**config.mk**
```make
export PLATFORM = sky130hd
export DESIGN_NAME = finish_delay_line_flat
export DESIGN_NICKNAME = d
export VERILOG_FILES = /design/src/rtl/finish_delay_line_if.sv /design/src/rtl/finish_delay_line.sv /design/src/flat_wrapper.sv
export SDC_FILE = /design/constraint.sdc
export NUM_CORES = 1
export LEC_CHECK = 0
export ABC_AREA = 1
export BUFFER_PORTS_ARGS = -buffer_cell sky130_fd_sc_hd__buf_4
export CORE_UTILIZATION = 35
export DETAILED_ROUTE_END_ITERATION = 8
export PLACE_DENSITY = 0.56
export SETUP_SLACK_MARGIN = 0.3
export SYNTH_ARGS = -nofsm -noshare
export SYNTH_HDL_FRONTEND = slang
export SYNTH_SLANG_ARGS = --single-unit
```
**constraint.sdc**
```tcl
create_clock -name clk -period 2.13 [get_ports clk]
set_clock_uncertainty 0.15 [all_clocks]
set_input_delay 0.213 -clock clk [delete_from_list [all_inputs] [get_ports clk]]
set_output_delay 0.213 -clock clk [all_outputs]
set_load 0.02 [all_outputs]
```
**src/rtl/finish_delay_line_if.sv**
```systemverilog
// Strobe/join bundle between the layer engines, the delay line and the
// top-level sequencer. Delay and mask fields are quasi-static configuration.
interface finish_delay_line_if #(
    parameter int NCH   = 4,
    parameter int DLY_W = 5
);
    logic [NCH-1:0]       din;
    logic [NCH*DLY_W-1:0] dly;
    logic [NCH-1:0]       mask;
    logic [NCH-1:0]       dout;
    logic                 all_done;
    logic [NCH-1:0]       ovf;

    modport master (
        output din, dly, mask,
        input  dout, all_done, ovf
    );

    modport slave (
        input  din, dly, mask,
        output dout, all_done, ovf
    );
endinterface

```
**src/rtl/finish_delay_line.sv**
```systemverilog
// Multi-channel programmable delay line for layer finish strobes, followed
// by a sticky join that pulses all_done once every masked channel has
// delivered its delayed strobe.

// One channel: a plain shift register with a clamped, selectable tap.
module finish_delay_lane #(
    parameter int MAX_DLY = 16,
    parameter int DLY_W   = 5
) (
    input  logic             clk,
    input  logic             rst_n,
    input  logic             clr,
    input  logic             din,
    input  logic [DLY_W-1:0] dly,
    output logic             dout
);
    logic [MAX_DLY-1:0] sr;
    logic [DLY_W-1:0]   d_eff;

    // Shift every cycle; every strobe keeps its own slot, so back-to-back
    // strobes never merge.
    always_ff @(posedge clk or negedge rst_n) begin
        if (!rst_n) begin
            sr <= '0;
        end else if (clr) begin
            sr <= '0;
        end else begin
            sr[0] <= din;
            for (int k = 1; k < MAX_DLY; k++) sr[k] <= sr[k-1];
        end
    end

    // Saturate the programmed delay into 1..MAX_DLY.
    always_comb begin
        d_eff = dly;
        if (dly == '0)
            d_eff = DLY_W'(1);
        else if (dly > DLY_W'(MAX_DLY))
            d_eff = DLY_W'(MAX_DLY);
    end

    // Tap mux: dout comes straight from a register bit, never from din.
    always_comb begin
        dout = 1'b0;
        for (int k = 0; k < MAX_DLY; k++)
            if (d_eff == DLY_W'(k + 1)) dout = sr[k];
    end
endmodule

module finish_delay_line #(
    parameter int NCH     = 4,
    parameter int MAX_DLY = 16,
    parameter int DLY_W   = 5
) (
    input  logic clk,
    input  logic rst_n,
    input  logic clr,
    finish_delay_line_if.slave bus
);
    logic [NCH-1:0] dout_w;
    logic [NCH-1:0] flag;
    logic [NCH-1:0] arr;
    logic [NCH-1:0] pend;
    logic           complete;

    for (genvar gi = 0; gi < NCH; gi++) begin : g_lane
        finish_delay_lane #(
            .MAX_DLY (MAX_DLY),
            .DLY_W   (DLY_W)
        ) u_lane (
            .clk   (clk),
            .rst_n (rst_n),
            .clr   (clr),
            .din   (bus.din[gi]),
            .dly   (bus.dly[gi*DLY_W +: DLY_W]),
            .dout  (dout_w[gi])
        );
    end

    assign bus.dout = dout_w;

    // Join: a round completes once flagged plus arriving channels cover the mask.
    always_comb begin
        arr      = dout_w & bus.mask;
        pend     = flag | arr;
        complete = (bus.mask != '0) && ((pend & bus.mask) == bus.mask);
    end

    // Join state: an arrival coinciding with completion is consumed by that
    // round, so it neither overruns nor carries into the next one. Flags are
    // kept masked so a stale bit cannot linger after a mask change.
    always_ff @(posedge clk or negedge rst_n) begin
        if (!rst_n) begin
            flag         <= '0;
            bus.all_done <= 1'b0;
            bus.ovf      <= '0;
        end else if (clr) begin
            flag         <= '0;
            bus.all_done <= 1'b0;
            bus.ovf      <= '0;
        end else begin
            bus.all_done <= complete;
            flag         <= complete ? '0 : (pend & bus.mask);
            bus.ovf      <= bus.ovf | (arr & flag & {NCH{~complete}});
        end
    end
endmodule

```
**src/flat_wrapper.sv**
```systemverilog
// flat-port wrapper written by rule: the top's interface ports become plain ports
module finish_delay_line_flat 
#(
    parameter int NCH     = 4,
    parameter int MAX_DLY = 16,
    parameter int DLY_W   = 5
)
  (clk, rst_n, clr, bus_din, bus_dly, bus_mask, bus_dout, bus_all_done, bus_ovf);
  finish_delay_line_if #(.NCH(NCH), .DLY_W(DLY_W)) bus_i ();
  input  logic clk;
  input  logic rst_n;
  input  logic clr;
  input wire logic [$bits(bus_i.din)-1:0] bus_din;
  input wire logic [$bits(bus_i.dly)-1:0] bus_dly;
  input wire logic [$bits(bus_i.mask)-1:0] bus_mask;
  output wire logic [$bits(bus_i.dout)-1:0] bus_dout;
  output wire logic [$bits(bus_i.all_done)-1:0] bus_all_done;
  output wire logic [$bits(bus_i.ovf)-1:0] bus_ovf;
  assign bus_i.din = bus_din;
  assign bus_i.dly = bus_dly;
  assign bus_i.mask = bus_mask;
  assign bus_dout = bus_i.dout;
  assign bus_all_done = bus_i.all_done;
  assign bus_ovf = bus_i.ovf;
  finish_delay_line #(.NCH(NCH), .MAX_DLY(MAX_DLY), .DLY_W(DLY_W)) u_core (.clk(clk), .rst_n(rst_n), .clr(clr), .bus(bus_i));
endmodule
```
==> results.yml <==
die:
  dieArea_sq_um: 10870
  die_y_um: 104.3
  pin_count: 40
  rows: 36
  start_util_pct: 36.76
  dieWidth_um: 104.3
  core_area_sq_um: 9955
power:
  clkPwrFrac_pct: 44.5
  p_sw_share_pct: 23.75
  seqPwrFrac_pct: 43.8
  comb_power_share_pct: 11.7
  total_leakage_power_nw: 2.291
  power_density_nw_per_um2: 688.8
  ir_drop_v: 0.0003376
  power_mw: 3.209
  intPower_mw: 2.447
  p_sw_uw: 761.9
sta:
  hold_ws_ns: 0.03729
  setup_viol: 1
  max_freq_mhz: 462.5
  rsz0062_at_grt: "true"
  hold_violations: 0
  fin_ws_ns: -0.03203
  worstMarginPinSlew_ns: 0.5341
  slew_headroom_pct: 64.39
  drv_slew: 0
  min_period_ns: 2.162
  period_share_pct: 101.5
setup_path:
  cp.required_ns: 1.77
  crit_type: "flip-flop to output port"
  critPathCaptureType: "output port"
  start_kind: "flip-flop"
  worstPathMaxFanout: 3
  worst_ep_arrival_time_ns: 1.80
cts:
  clkTransAtPathRegs_ns: 0.08
  clock_latency_ns: 0.35
  htree_levels: 3
  cts_root_buf: "clkbuf_8"
  clock_path_buffers: 2
  cts_made_buffers: 9
  cts_sinks: 73
  tritoncts: "built"
min_path:
  hp-class: "input pin to flip-flop"
drt:
  wirelength_um: 7233
  routed_via_density: 4.429
  vias: 2994
  first_pass_iters: 4
  drc_errors: 0
  wl_per_cell_um: 10.70
  drt_iter0_drc: 92
  antenna_left: 0
global_route:
  antenna_found_initial: 0
  met1_usage_pct: 19.46
  met3_usage_pct: 3.008
  top_usage_layer: "met2"
  grt_overflow: 0
  use_met2_pct: 23.14
  grt_use_total_pct: 14.66
  grt_pass1_wl_um: 12970
  grt_pass1_vias: 2952
  grt_max_degree: 54
place:
  dp_hpwl_um: 4991
  gp_congestion: 0.8811
  place_ws_ns: -0.01746
  io_buffers: 39
synth:
  ys.warnings.count: 0
  synth_commonest_cells: "inv_1, nor2_1, dfrtp_1"
  syn-cell-area_sq_um: 3660
  syn-num-nets: 506
  ys_seq_elements: 73
  synth_area_leaders: "dfrtp_1, inv_1, nor2_1"
  synth_edf_count: 0
  async_reset_ff_share_pct: 100.0
  netlist.area_leader.share_pct: 49.91
  synth.avg_cell_area_sq_um: 7.705
  synth_top_flop_cell: "dfrtp_1"
  yosysMostFrequentCell: "inv_1"
  synth_top_cell_by_area: "dfrtp_1"
  synth.distinct_cells: 35
  ys_seq_area_share_pct: 49.91
  synth_cells: 475
final_layout:
  num_antenna_cells: 0
  area_delta_synth_final_pct: 27.28
  drive_gt1_share_pct: 25.05
  nets: 569
  fillers: 960
run_status:
  status: "finished, violations left"
  violations: "setup timing"
job:
  drv_cap: 0
[path summary, 6_finish.rpt]
check,end,slack [ns],from,cells after the start
max in group asynchronous,u_core.g_lane[2].u_lane.sr[8]$_DFF_PN0_,1.13,rst_n,3
hold reg to reg,u_core.g_lane[3].u_lane.sr[10]$_DFF_PN0_,0.33,u_core.g_lane[3].u_lane.sr[9]$_DFF_PN0_,2
setup / recovery,bus_dout[2],-0.03,u_core.g_lane[2].u_lane.sr[1]$_DFF_PN0_,11
min in group asynchronous,u_core.g_lane[1].u_lane.sr[6]$_DFF_PN0_,0.13,rst_n,2
setup reg to reg,u_core.bus.ovf[2]$_DFF_PN0_,0.07,u_core.g_lane[2].u_lane.sr[1]$_DFF_PN0_,15
hold / removal,u_core.flag[2]$_DFF_PN0_,0.04,bus_mask[2],3
[repair_timing]
action	CTS	global route
endpoints found under the setup margin	13	13
pin swaps	23	15
hold buffers	8	0
gates cloned	1	0
buffers inserted	10	1
hold endpoints to repair	80	0
resized for setup	31	13
[cell usage in the layout, fill, tap and decap left out, types with 2 or more instances in the layout]
cell type and count:
o22ai_1 2, buf_6 5, dlygate4sd3_1 8, dfrtp_1 73
inv_1 102, a21oi_2 8, nand2_4 2, nor2_2 3
nand2_2 14, nand2_1 62, nand4_1 13, nor3_2 3
buf_4 49, nor2_1 88, nand3_1 22, nand3_4 4
nand3_2 5, or2_2 2, a31o_2 2, o21ai_1 10
clkbuf_8 9, o21ai_0 2, inv_2 14, clkinvlp_4 2
nor3_1 2, bufinv_16 4, a31oi_1 3, a21oi_1 15
buf_12 2
[through the flow]
| step | setup TNS [ns] | utilization [%] | std cells | instance area [sq um] |
|---|---|---|---|---|
| 3_3_place_gp | 0 | 41.23 | 640 | 4104 |
| 6_report | -0.03203 | 46.79 | 676 | 4658 |
| 2_1_floorplan | 0 | - | 475 | 3664 |
| 4_1_cts | -0.05281 | 46.30 | 675 | 4609 |
| 3_5_place_dp | -0.01752 | 41.23 | 640 | 4104 |
| 5_1_grt | -1.075 | 46.79 | 676 | 4658 |
[power by group through the flow]
stage          Clock (mW)  Combinational (mW)  Sequential [mW]
4_1_cts              1.47               0.372             1.41
2_1_floorplan           0               0.187             1.43
6_report             1.43               0.375             1.41
5_1_grt              1.52               0.421             1.41
3_5_place_dp            0               0.325             1.43
3_3_place_gp            0               0.321             1.43
[cell families (layout without fill, tap and decap cells)]
| family | Yosys count | after routing | synth area share (%) |
|---|---|---|---|
| flip-flops | 73 | 73 | 49.91 |
| AO/OA/AOI/OAI | 46 | 46 | 7.043 |
| buffers and inverters | 131 | 198 | 14.53 |
| AND/OR/NAND/NOR | 225 | 226 | 28.51 |
[sequential cells by signal, indices dropped and copies added, names as in the netlist]
register	count
u_core.g_lane.u_lane.sr	64
u_core.bus.ovf	4
u_core.flag	4
u_core.bus.all_done	1
[metal layers]
layer / vias up / wire length (um) / part of all wire, %
met5: - / 0 / 0
met3: 10 / 262 / 3.6
li1: 1561 / - / -
met4: 0 / 126 / 1.7
met1: 1366 / 3617 / 50
met2: 57 / 3227 / 45
[critical path: stages (launching register included)]
cell and delay [ns]:
dfrtp_1 0.39, o211ai_1 0.21, a21oi_2 0.09, a21oi_2 0.13, o21ai_1 0.07, nand2_1 0.06
nand3_1 0.06, o21ai_1 0.11, nand2_1 0.08, nand2_2 0.08, inv_2 0.05, buf_6 0.12
[layout make-up]
cell class	instances	area [sq um]	area share (%)
Clock buffer	9	123.9	2.659
Sequential cell	73	1827	39.22
Multi-Input combinational cell	272	1406	30.19
Inverter	118	449.2	9.643
Clock inverter	7	141.4	3.035
Timing Repair Buffer	64	544.3	11.68
Tap cell	133	166.4	3.572
No activity file was read; power rests on OpenSTA's default activity.
